**src/rtl/spi_mem_if.sv**
```systemverilog
// spi_mem_if: serial bus between an SPI-style controller and spi_mem.
//
// Signals:
//   cs      controller -> memory  chip select, active-low. A frame starts on
//                                 the first clk edge that sees cs low after
//                                 it was high.
//   mosi    controller -> memory  frame bits, LSB first, one per clk.
//   miso    memory -> controller  read data, LSB first, one per clk. It is 0
//                                 whenever no read data is being sent.
//   ready   memory -> controller  one-cycle pulse. Read data starts on miso
//                                 in the cycle after the pulse.
//   op_done memory -> controller  one-cycle pulse when a write frame has been
//                                 committed.
//
// Handshake: there is no back-pressure. The controller owns cs/mosi. It may
// start a new frame only after the previous frame's ready/op_done pulse, and
// for a read only after the eight data cycles have finished. The memory ignores
// cs/mosi while it is committing a write or sending read data.
interface spi_mem_if;
  logic cs;
  logic mosi;
  logic miso;
  logic ready;
  logic op_done;

  modport master (
    output cs,
    output mosi,
    input  miso,
    input  ready,
    input  op_done
  );

  modport slave (
    input  cs,
    input  mosi,
    output miso,
    output ready,
    output op_done
  );
endinterface

```
**src/rtl/spi_mem.sv**
```systemverilog
// spi_mem: small byte memory driven by a one-bit-per-clock serial frame.
//
// Frame, LSB first: bit0 = wr, bits[8:1] = addr, bits[16:9] = data.
// A read frame is 9 bits long and a write frame is 17 bits long.
// A write stores data at addr and then pulses op_done.
// A read pulses ready and then shifts mem[addr] out on miso, LSB first.
// Addresses >= DEPTH are not stored on a write and read back as 0x00.
// If cs goes high before the frame is complete, the frame is dropped.
//
// Ports:
//   clk        clock, rising edge
//   rst        synchronous, active-high reset. Also clears the memory.
//   bus        spi_mem_if.slave (cs, mosi, miso, ready, op_done)
//   dbg_state  current FSM state: 0 IDLE, 1 RX, 2 WRITE, 3 FETCH, 4 TX
//
// DEPTH is expected to be in the range 1..256, because the address is 8 bits.
module spi_mem #(
  parameter int DEPTH = 32
) (
  input  logic       clk,
  input  logic       rst,
  spi_mem_if.slave   bus,
  output logic [2:0] dbg_state
);

  localparam int AW = (DEPTH > 1) ? $clog2(DEPTH) : 1;

  typedef enum logic [2:0] {
    IDLE  = 3'd0,
    RX    = 3'd1,
    WRITE = 3'd2,
    FETCH = 3'd3,
    TX    = 3'd4
  } state_t;

  state_t        state, state_nx;
  logic          cs_q;
  logic [4:0]    count, count_nx;
  logic [16:0]   frame, frame_nx;
  logic [7:0]    tx_sr, tx_sr_nx;
  logic          mem_we;
  logic [7:0]    mem [DEPTH];

  logic [7:0]    f_addr;
  logic [7:0]    f_data;
  logic          in_range;
  logic [AW-1:0] mem_idx;

  assign f_addr    = frame[8:1];
  assign f_data    = frame[16:9];
  assign in_range  = 32'(f_addr) < DEPTH;
  assign mem_idx   = f_addr[AW-1:0];
  assign dbg_state = state;

  always_comb begin
    state_nx    = state;
    count_nx    = count;
    frame_nx    = frame;
    tx_sr_nx    = tx_sr;
    mem_we      = 1'b0;
    bus.miso    = 1'b0;
    bus.ready   = 1'b0;
    bus.op_done = 1'b0;

    case (state)
      IDLE: begin
        // mosi is still stale on the edge where the frame starts, so bit 0 is
        // taken on the following edge.
        if (!bus.cs && cs_q) begin
          state_nx = RX;
          count_nx = 5'd0;
        end
      end

      RX: begin
        if (bus.cs) begin
          state_nx = IDLE;
          count_nx = 5'd0;
        end else begin
          frame_nx[count] = bus.mosi;
          count_nx        = count + 5'd1;
          // frame[0] was captured on an earlier edge, so it already holds the
          // wr bit of this frame when count reaches 8 or 16.
          if (count == 5'd8 && !frame[0]) begin
            state_nx = FETCH;
          end else if (count == 5'd16 && frame[0]) begin
            state_nx = WRITE;
          end
        end
      end

      WRITE: begin
        mem_we      = in_range;
        bus.op_done = 1'b1;
        count_nx    = 5'd0;
        state_nx    = IDLE;
      end

      FETCH: begin
        bus.ready = 1'b1;
        tx_sr_nx  = in_range ? mem[mem_idx] : 8'h00;
        count_nx  = 5'd0;
        state_nx  = TX;
      end

      TX: begin
        bus.miso = tx_sr[0];
        tx_sr_nx = {1'b0, tx_sr[7:1]};
        count_nx = count + 5'd1;
        if (count == 5'd7) begin
          count_nx = 5'd0;
          state_nx = IDLE;
        end
      end

      default: begin
        state_nx = IDLE;
        count_nx = 5'd0;
      end
    endcase

    // The outputs stay quiet for the whole time reset is held. This includes
    // the first reset cycle, when the state register has not yet been cleared.
    if (rst) begin
      mem_we      = 1'b0;
      bus.miso    = 1'b0;
      bus.ready   = 1'b0;
      bus.op_done = 1'b0;
    end
  end

  always_ff @(posedge clk) begin
    if (rst) begin
      state <= IDLE;
      count <= 5'd0;
      cs_q  <= 1'b1;
      frame <= '0;
      tx_sr <= '0;
      for (int i = 0; i < DEPTH; i++) begin
        mem[i] <= 8'h00;
      end
    end else begin
      state <= state_nx;
      count <= count_nx;
      cs_q  <= bus.cs;
      frame <= frame_nx;
      tx_sr <= tx_sr_nx;
      if (mem_we) begin
        mem[mem_idx] <= f_data;
      end
    end
  end

endmodule

```
**src/flat_wrapper.sv**
```systemverilog
// flat-port wrapper written by rule: the top's interface ports become plain ports
module spi_mem_flat 
#(
  parameter int DEPTH = 32
)
  (clk, rst, dbg_state, bus_cs, bus_mosi, bus_miso, bus_ready, bus_op_done);
  spi_mem_if bus_i ();
  input  logic clk;
  input  logic rst;
  output logic [2:0] dbg_state;
  input wire logic [$bits(bus_i.cs)-1:0] bus_cs;
  input wire logic [$bits(bus_i.mosi)-1:0] bus_mosi;
  output wire logic [$bits(bus_i.miso)-1:0] bus_miso;
  output wire logic [$bits(bus_i.ready)-1:0] bus_ready;
  output wire logic [$bits(bus_i.op_done)-1:0] bus_op_done;
  assign bus_i.cs = bus_cs;
  assign bus_i.mosi = bus_mosi;
  assign bus_miso = bus_i.miso;
  assign bus_ready = bus_i.ready;
  assign bus_op_done = bus_i.op_done;
  spi_mem #(.DEPTH(DEPTH)) u_core (.clk(clk), .rst(rst), .bus(bus_i), .dbg_state(dbg_state));
endmodule
```
**config.mk**
```make
export PLATFORM = sky130hd
export DESIGN_NAME = spi_mem_flat
export DESIGN_NICKNAME = d
export VERILOG_FILES = /design/src/rtl/spi_mem_if.sv /design/src/rtl/spi_mem.sv /design/src/flat_wrapper.sv
export SDC_FILE = /design/constraint.sdc
export NUM_CORES = 1
export LEC_CHECK = 0
export ABC_CLOCK_PERIOD_IN_PS = 4200
export CORE_MARGIN = 2
export CORE_UTILIZATION = 34
export DETAILED_ROUTE_END_ITERATION = 10
export SYNTH_ARGS = -nofsm -noshare
export SYNTH_HDL_FRONTEND = slang
export SYNTH_SLANG_ARGS = --single-unit
```
**constraint.sdc**
```tcl
create_clock -name clk -period 4.2 [get_ports clk]
set_input_delay 0.63 -clock clk [delete_from_list [all_inputs] [get_ports clk]]
set_output_delay 0.63 -clock clk [all_outputs]
set_load 0.03 [all_outputs]
```
* Word level (Yosys, flattened, before mapping)
Memories as Yosys holds them, arrays and structs flattened. A register that Yosys moved wholly into a read port is not among the register bits.
Cells that the tools add are included.
** Cells by class
- $add $sub $neg :: 1
- $mul :: 0
- Div/mod/pow operators :: 0
- Order comparisons :: 3
- Equality and inequality tests :: 10
- Shifts and indexed selects :: 0
- Mux-type cells :: 33
- Bitwise gates (word level) :: 1
- Reductions and logical operators :: 11
** Operators by type and width (count)
- 5-bit two-way mux :: 6
- 17-bit bitwise mux :: 1
- 8-bit two-way mux :: 2
- 8-bit case mux with 2 select lines :: 1
- 1-bit two-way mux :: 15
- 3-bit two-way mux :: 5
- 5-bit case mux with 3 select lines :: 1
- 3-bit case mux with 4 select lines :: 1
- 8-bit by 6-bit < comparator with 1-bit output (second input constant) :: 1
- 8-bit OR reduction :: 1
- 3-bit by 2-bit == test with 1-bit output (second input constant) :: 2
- 5-bit by 6-bit < comparator with 1-bit output (second input constant) :: 1
- 5-bit by 1-bit adder with 5-bit output (second input constant) :: 1
- 1-bit demux with 5-bit select :: 1
- 5-bit by 3-bit == test with 1-bit output (second input constant) :: 1
- 5-bit by 4-bit == test with 1-bit output (second input constant) :: 1
- 5-bit == test (second input constant) :: 1
- 5-bit by 1-bit >= comparator with 1-bit output (second input constant) :: 1
- 1-bit logical AND :: 4
- 2-bit by 1-bit inequality test with 1-bit output (second input constant) :: 2
- 4-bit by 2-bit inequality test with 1-bit output (second input constant) :: 1
- 3-bit by 1-bit == test with 1-bit output (second input constant) :: 1
- 3-bit == test (second input constant) :: 1
- 3-bit logical NOT :: 1
- other kinds (5) :: 6
** Storage, ports and cells
- Register bits :: 34
- Bits in latches :: 0
- Memory bits (writable) :: 256
- Memory bits (read-only) :: 0
- Input bits :: 4
- Output and inout port bits :: 6
- Word-level logic and storage cells :: 65
- Memories :: 1
** Memory list
- u_core.mem :: depth 32, bits a word 8, read ports 1, clocked after memory_dff 1, write ports 32, line spi_mem.sv:42 : logic [7:0] mem [DEPTH];

* Depth between registers and ports, before layout
- Word-level depth :: 8
- Gate-level depth with buffers :: 8
- Mapped depth without buffers :: 6

* Least setup slack after synthesis
No wires, ideal clock.
- Path kind :: register -> register
- From :: register u_core.state[1] (netlist: u_core.dbg_state[1])
- To :: memory u_core.mem[14][0] (enable)
- Library setup time :: 309 ps
- Arrival time :: 2212 ps
- Required time :: 3891 ps
- Path slack :: 1679 ps
- Stages on the path, launching flop included :: 7
- Path buffers :: 1
- Period minus slack after synthesis :: 2521 ps
- Cells stage by stage :: dfxtp_1 buf_2 nor4b_4 and2b_1 nand4_2 nor3b_2 or2_2
** RTL lines
- start: declaration :: line spi_mem.sv:36 : state_t state, state_nx;
- start signal: assignment :: line spi_mem.sv:143 : state <= state_nx;
- end: declaration :: line spi_mem.sv:42

* Worst setup path after layout
- From :: register u_core.state[2] (netlist: u_core.dbg_state[2])
- To :: output port bus_miso
** On the way
- Longest elaborated chain between the ends :: 3
** Ends and longest elaborated chain
- 3-bit == test :: line spi_mem.sv:65 : case (state)
- 1-bit two-way mux :: line spi_mem.sv:65
- 1-bit two-way mux :: line spi_mem.sv:124 : if (rst) begin
- end: declaration :: line flat_wrapper.sv:13 : output wire logic [$bits(bus_i.miso)-1:0] bus_miso;
No other way between the ends.

==> flow_summary.ini <==
[logic_synthesis]
synth-edff-count = 256
syn-num-nets = 1069
synth_area_per_cell_um2 = 13.0
synth_seq_area_share_pct = 61.5
async_flop_share_pct = 0
synthCells = 1060
ys_types = 45
synth_area_mm2 = 0.0138
yosys_warnings = 0
synth_flop_cell = edfxtp_1
ys_seq_elements = 295

[grt]
grt_pass1_vias = 8006
track_usage_pct = 16.7
antenna_found_initial = 0
grt_max_degree = 47
grt_pass1_wl_um = 51200
grt_overflow = 0

[clocking]
cts_resized = 0
ctsHoldBuffers = 0
clk_latency_ns = 0.51
clkTransAtPathRegs_ns = 0.06
tritoncts = yes
clock_sinks = 295
post_cts_buffers = 0
clk_path_buf_depth = 3
htree_levels = 2
clockRootBuffer = clkbuf_16
cts_buffers = 34

[setup_path]
arrival_ns = 2.56
critPathMaxFanout = 8
critPathRequiredTime_ns = 3.57
worstSetupStartpoint = u_core.dbg_state[2]
crit_type = reg -> out
cp-end-kind = output pin
crit_path_start_kind = flip-flop

[sta]
finalSetupTns_ns = 0
worst_slew_pin_slew_ns = 1.05
fin_crit_sh_pct = 76.1
max_freq_mhz = 313
skew_ns = 0.0106
slew_headroom_pct = 29.6
rsz0062_at_grt = false
min_period_ns = 3.19
final-max-slew-violation-count = 0
hold_violations = 0
finalSetupViolCount = 0

[placement]
io_buffers = 9
place.gp.congestion = 0.803
place.detailed.hpwl_um = 21500

[floorplanning]
pin_count = 10
die-area_mm2 = 0.0421
floorplan.core_area_mm2 = 0.0398
num_rows = 73
die_h_um = 205
die_x_um = 205
initial_core_util_pct = 34.6

[power]
leakagePower_nw = 5.17
powerDensity_mw_per_mm2 = 421
ir_worst_vdd_mv = 0.254
finalPower_mw = 6.46

[detailed_routing]
first_pass_iters = 5
drc = 0
detail-route-antenna-nets = 0
wl_um = 34100
vias_per_cell = 5.05
routedWlPerCell_um = 21.4
drt-initial-drc-count = 756
num_vias = 8042

[flow_run]
drv_cap = 0

[layout]
nFillCells = 3792
syn_to_final_growth_pct = 11.5
fin_nets = 1053
antennaDiodeCount = 0
drive_gt1_share_pct = 13.1

[min_path]
hp-start = u_core.frame[6]
min_path_type = reg -> reg

[outcome]
status = complete, no violations
## cells in the final DEF (no fill, tap or decap), drive strengths merged, types with 3 or more instances in the layout
cell           count
clkinv            13
buf               11
nand2             44
a22oi             51
clkbuf            45
a21oi             37
or2               35
nand3             20
dfxtp             39
nand2b             3
nor2              44
nand4              3
or4                8
inv                5
mux4              20
and2             261
nor2b             16
nor3               5
nor3b              5
o22ai              7
mux2i             94
xor2               3
a211oi             8
clkdlybuf4s50      8
edfxtp           256
ha                 5
## per-stage QoR
step,utilization [%],hold slack [ns],worst slack (ns),instance area [µm²],cells
2_1_floorplan,-,0.447,1.68,13800,1060
3_3_place_gp,35.8,0.454,1.38,14300,1533
3_5_place_dp,35.8,0.464,1.28,14300,1533
4_1_cts,38.5,0.472,1.05,15300,1594
5_1_grt,38.5,0.492,0.962,15300,1594
6_report,38.5,0.474,1.01,15300,1594
## synth_stat cells (2+ instances only)
master,n,area share [%]
nand3_1,20,0.73
nor2b_1,15,0.68
buf_6,3,0.25
clkbuf_1,51,1.4
or2_2,35,1.6
a21oi_1,37,1.3
buf_2,6,0.22
mux4_2,20,3.3
xnor2_1,2,0.13
edfxtp_1,256,56
a211oi_1,8,0.44
mux2i_1,94,6.8
xor2_1,3,0.19
o22ai_1,7,0.32
nand3b_1,2,0.11
nor3_1,2,0.073
nor3b_2,4,0.36
and2_1,261,12
nand4_1,2,0.091
nor3_2,3,0.22
nor2_1,44,1.2
inv_1,5,0.14
nand2b_1,3,0.14
and3b_1,2,0.13
nand2_1,44,1.2
buf_4,11,0.60
ha_1,5,0.45
a22oi_1,51,2.8
a41oi_1,2,0.13
or4_1,8,0.44
dfxtp_1,39,5.7
nor4b_4,2,0.35
## worst max-delay path: stages (launching register included)
cell and delay (ns):
dfxtp_1 0.62, nor3b_2 0.35, and3b_1 0.35, clkdlybuf4s50_1 0.73
## kinds of logic after synthesis
kind of cell,Yosys count,share of synthesized area (%)
multiplexers,115,10.2
AO/OA/AOI/OAI,112,5.40
adder cells (fa/ha/maj),5,0.455
XOR/XNOR,5,0.318
buffers and inverters,76,2.59
flip-flops,295,61.5
AND/OR/NAND/NOR,452,19.5
## registers in the layout, summed over array words and instances, names as in the netlist, named ones only
signal / flops
u_core.dbg_state: 3
u_core.cs_q: 1
u_core.tx_sr: 8
u_core.count: 5
u_core.frame: 17
u_core.mem: 256
## where the power goes
group | leakage (nW) | total (mW) | switching (mW) | internal (mW)
sequential | 2.88 | 3.36 | 0.0700 | 3.29
combinational | 1.76 | 0.274 | 0.173 | 0.101
clock | 0.530 | 2.82 | 1.14 | 1.68
total | 5.17 | 6.46 | 1.39 | 5.07
## final cells by class
cell class	instances	area [µm²]	area share, %
clock buffers	45	966	6.30
clock inverters	16	110	0.718
inverters	5	18.8	0.122
multi-input cells	689	4930	32.2
flip-flops and latches	295	8480	55.3
well taps	525	657	4.28
repair buffers	19	173	1.13
## metal layers
metal	routed length, µm	up-vias	GRT usage [%]
met5	0	-	0
met4	779	0	5.24
met3	1450	50	1.96
met2	16600	222	27.7
met1	15300	3978	22.8
li1	-	3792	-
## final timing paths
check             cells past startpoint              end  slack [ns]
setup / recovery                      3         bus_miso        1.01
hold reg to reg                       2  u_core.frame[6]        0.47
setup reg to reg                      5  u_core.tx_sr[1]        1.53
hold / removal                        2  u_core.frame[6]        0.47
Note: power is estimated with default switching activity, not from simulation.
